$ cat config.mk
export PLATFORM = sky130hd
export DESIGN_NAME = full_adder_1b_flat
export DESIGN_NICKNAME = d
export VERILOG_FILES = /design/src/rtl/full_adder_1b_if.sv /design/src/rtl/full_adder_1b.sv /design/src/flat_wrapper.sv
export SDC_FILE = /design/constraint.sdc
export NUM_CORES = 1
export LEC_CHECK = 0
export BUFFER_PORTS_ARGS = -buffer_cell sky130_fd_sc_hd__buf_2
export CAP_MARGIN = 10
export CORE_AREA = 2 2 39 41
export CTS_CLUSTER_SIZE = 14
export DETAILED_ROUTE_END_ITERATION = 8
export DIE_AREA = 0 0 41 43
export HOLD_SLACK_MARGIN = 0.1
export PLACE_DENSITY = 0.36
export SLEW_MARGIN = 15
export SYNTH_ARGS = -nofsm -noshare
export SYNTH_HDL_FRONTEND = slang
export SYNTH_SLANG_ARGS = --single-unit
export TNS_END_PERCENT = 1
$ cat constraint.sdc
create_clock -name clk -period 1.07 [get_ports clk]
set_input_delay 0.107 -clock clk [delete_from_list [all_inputs] [get_ports clk]]
set_output_delay 0.107 -clock clk [all_outputs]
set_load 0.005 [all_outputs]
$ cat src/rtl/full_adder_1b_if.sv
// Signal bundle for the 1-bit full adder: operand/carry inputs, combinational
// results and the registered result with its valid strobe.
interface full_adder_1b_if;
  logic a;
  logic b;
  logic cin;
  logic in_valid;
  logic sum;
  logic cout;
  logic p;
  logic g;
  logic sum_q;
  logic cout_q;
  logic out_valid;

  modport master (
    output a, b, cin, in_valid,
    input  sum, cout, p, g, sum_q, cout_q, out_valid
  );

  modport slave (
    input  a, b, cin, in_valid,
    output sum, cout, p, g, sum_q, cout_q, out_valid
  );
endinterface

$ cat src/rtl/full_adder_1b.sv
// 1-bit full adder with zero-latency combinational outputs and a one-cycle
// registered copy of {cout,sum} qualified by in_valid.
module full_adder_1b (
  input  logic           clk,
  input  logic           rst,
  full_adder_1b_if.slave bus
);

  // Carry is formed from propagate/generate so p and g stay consistent with cout.
  assign bus.p    = bus.a ^ bus.b;
  assign bus.g    = bus.a & bus.b;
  assign bus.sum  = bus.p ^ bus.cin;
  assign bus.cout = bus.g | (bus.p & bus.cin);

  always_ff @(posedge clk) begin
    if (rst) begin
      bus.sum_q     <= 1'b0;
      bus.cout_q    <= 1'b0;
      bus.out_valid <= 1'b0;
    end else begin
      bus.out_valid <= bus.in_valid;
      if (bus.in_valid) begin
        bus.sum_q  <= bus.sum;
        bus.cout_q <= bus.cout;
      end
    end
  end

endmodule

$ cat src/flat_wrapper.sv
// flat-port wrapper written by rule: the top's interface ports become plain ports
module full_adder_1b_flat 
  (clk, rst, bus_a, bus_b, bus_cin, bus_in_valid, bus_sum, bus_cout, bus_p, bus_g, bus_sum_q, bus_cout_q, bus_out_valid);
  full_adder_1b_if bus_i ();
  input  logic clk;
  input  logic rst;
  input wire logic [$bits(bus_i.a)-1:0] bus_a;
  input wire logic [$bits(bus_i.b)-1:0] bus_b;
  input wire logic [$bits(bus_i.cin)-1:0] bus_cin;
  input wire logic [$bits(bus_i.in_valid)-1:0] bus_in_valid;
  output wire logic [$bits(bus_i.sum)-1:0] bus_sum;
  output wire logic [$bits(bus_i.cout)-1:0] bus_cout;
  output wire logic [$bits(bus_i.p)-1:0] bus_p;
  output wire logic [$bits(bus_i.g)-1:0] bus_g;
  output wire logic [$bits(bus_i.sum_q)-1:0] bus_sum_q;
  output wire logic [$bits(bus_i.cout_q)-1:0] bus_cout_q;
  output wire logic [$bits(bus_i.out_valid)-1:0] bus_out_valid;
  assign bus_i.a = bus_a;
  assign bus_i.b = bus_b;
  assign bus_i.cin = bus_cin;
  assign bus_i.in_valid = bus_in_valid;
  assign bus_sum = bus_i.sum;
  assign bus_cout = bus_i.cout;
  assign bus_p = bus_i.p;
  assign bus_g = bus_i.g;
  assign bus_sum_q = bus_i.sum_q;
  assign bus_cout_q = bus_i.cout_q;
  assign bus_out_valid = bus_i.out_valid;
  full_adder_1b u_core (.clk(clk), .rst(rst), .bus(bus_i));
endmodule
==> impl_metrics.toml <==
[sta]
fin_crit_sh_pct = 93.9
tns_ns = 0
setup_ws_ns = 0.0654
period_minus_slack_ns = 1.00
finalHoldViolCount = 0
grt_setup_unrepaired = "false"
fmax_mhz = 995
slew_violations = 0
worst_pin_slew_ns = 0.130
skew_ns = 0
maxSlewHeadroom_pct = 91.1
setup_viol = 0

[pwr]
power_density_nw_per_um2 = 1590
vdd.ir_drop.worst_mv = 0.389
p_leak_nw = 0.128
power_uw = 387

[worst_setup_path]
worst-path-buf-inv = 2
end_kind = "output pin"
cp_max_fo = 2
arrival_ns = 0.90
critical_path.startpoint = "bus_cin"
startpoint_type = "input pin"
regToRegSetupSlack_ns = 0.48
critPathSlowestCell = "fa_1"
path_common_cell = "buf_2"
critical_path.max_stage_delay_ns = 0.56
reg2reg_depth = 2
path_class = "in -> out"
r2r-end = "u_core.bus.cout_q"
cp_cell_sequence = "buf_2 -> fa_1 -> buf_2"
crit_family = "adder cells"
rr_startpoint = "u_core.bus.cout_q"
worstPathRequired_ns = 0.96

[synth]
synth_fp_nets = 18
synth_area_leaders = "dfxtp_1 48%, fa_1 16%, mux2i_1 16%"
synthMostInstantiatedCell = "dfxtp_1"
netlist_instances = 10
async_reset_ff_share_pct = 0
synth-edff-count = 0
synthFlopType = "dfxtp_1"
avgSynthCellArea_sq_um = 12.6
yosys.area.top_type_share_pct = 47.5
yosysUniqueCellTypes = 6
synth_area_leader_cell = "dfxtp_1"
yosysSeqAreaShare_pct = 47.5
synth_commonest_cells = "3 x dfxtp_1, 2 x mux2i_1, 2 x nor2_1"
syn_area_sq_um = 126
yosys_warnings = 0
ys_seq_elements = 3

[grt]
grt_pass1_vias = 157
overflow = 0
grt.total_usage_pct = 5.84
antenna_found_initial = 0
grt_first_pass_wirelength_um = 607
grt_max_degree = 4

[clocking]
cts_resized = 0
clock-root-buffer = "clkbuf_4"
cts_setup_buffers = 0
cts_buffers = 3
cts_tree = "built"
ctsHoldBuffers = 1
clock_latency_ns = 0.23
cts-htree-levels = 1
path_clk_slew_ns = 0.04
cts.path.max_buffers = 2
cts.sinks = 3

[drt]
via_per_inst = 3.37
drt-pass1-iter-count = 2
vias = 145
routedWlPerCell_um = 8.72
totalWireLength_um = 375
route.antenna.remaining_nets = 0
drc = 0
first_iter_violations = 3

[floorplan]
ios = 13
die_w_um = 41
rows = 14
die_area_sq_um = 1760
chipHeight_um = 43
start_util_pct = 9.13
coreArea_sq_um = 1380

[layout]
fillers = 169
area_growth_pct = 92.1
fin_cells = 43
drive_above_1_share_pct = 55.6
fin_nets = 36
antenna_cells = 0

[placed_design]
placed_cells = 38
gp_congestion = 0.602
pre_cts_slack_ns = 0.0210
portBuffers = 12

[hold_path]
whs_endpoint = "u_core.bus.out_valid"
hold_depth = 2
min_from = "bus_in_valid"
hold_path_class = "in -> reg"

[status]
status = "finished, final reports clean"

[run]
cap_violations = 0
[layout by cell type, fill, tap and decap left out, drive strengths merged]
cell,count
clkbuf,4
mux2i,2
nor2,2
dlygate4sd3,1
buf,12
dfxtp,3
ha,1
nor2b,1
fa,1
[cell type report]
type / instances / area [sq um] / area share (%)
Timing Repair Buffer: 13 / 70.1 / 28.9
Clock buffer: 4 / 26.3 / 10.8
Tap cell: 16 / 20.0 / 8.25
Multi-Input combinational cell: 7 / 66.3 / 27.3
Sequential cell: 3 / 60.1 / 24.7
[stage by stage]
step                      cell area [sq um]  util [%]  hold WS, ns
final                                   243      17.5        0.158
after global routing                    243      17.5        0.178
after floorplan                         126         -        0.179
after CTS                               243      17.5        0.153
after detailed placement                206      14.9        0.300
after global placement                  206      14.9        0.299
[worst max path at each step]
| stage | endpoint | depth (start not counted) |
|---|---|---|
| finish | bus_sum | 3 |
| global route | bus_sum | 3 |
| CTS | bus_sum | 3 |
| detailed placement | u_core.bus.sum_q | 4 |
| global placement | u_core.bus.sum_q | 4 |
| floorplan | u_core.bus.sum_q | 3 |
[worst reg2reg max path: stages, from the launching register on]
cell     delay (ns)
dfxtp_1        0.31
mux2i_1        0.13
nor2_1         0.05
[sequential cells by signal (all words and copies together), names as in the netlist]
| signal | cells |
|---|---|
| u_core.bus.cout_q | 1 |
| u_core.bus.out_valid | 1 |
| u_core.bus.sum_q | 1 |
[logic make-up after synthesis]
kind of cell / count (synthesis) / synth area share (%)
and+or+nand+nor: 3 / 10.9
DFF: 3 / 47.5
adders and majority gates: 2 / 25.7
muxes: 2 / 15.8
[metal layers]
layer / share of wire (%) / vias to the layer above / global-route usage, %
met4: 0 / 0 / 4.00
met1: 44 / 65 / 6.47
met5: 0 / - / 0
met2: 32 / 13 / 5.94
li1: - / 67 / -
met3: 24 / 0 / 6.81
[report_power, final]
part | switching (mW) | internal, mW
Clock | 0.0574 | 0.140
Combinational | 0.0296 | 0.0363
Sequential | 0.00340 | 0.121
Total | 0.0904 | 0.297
Note: power is estimated with default switching activity, not from simulation.
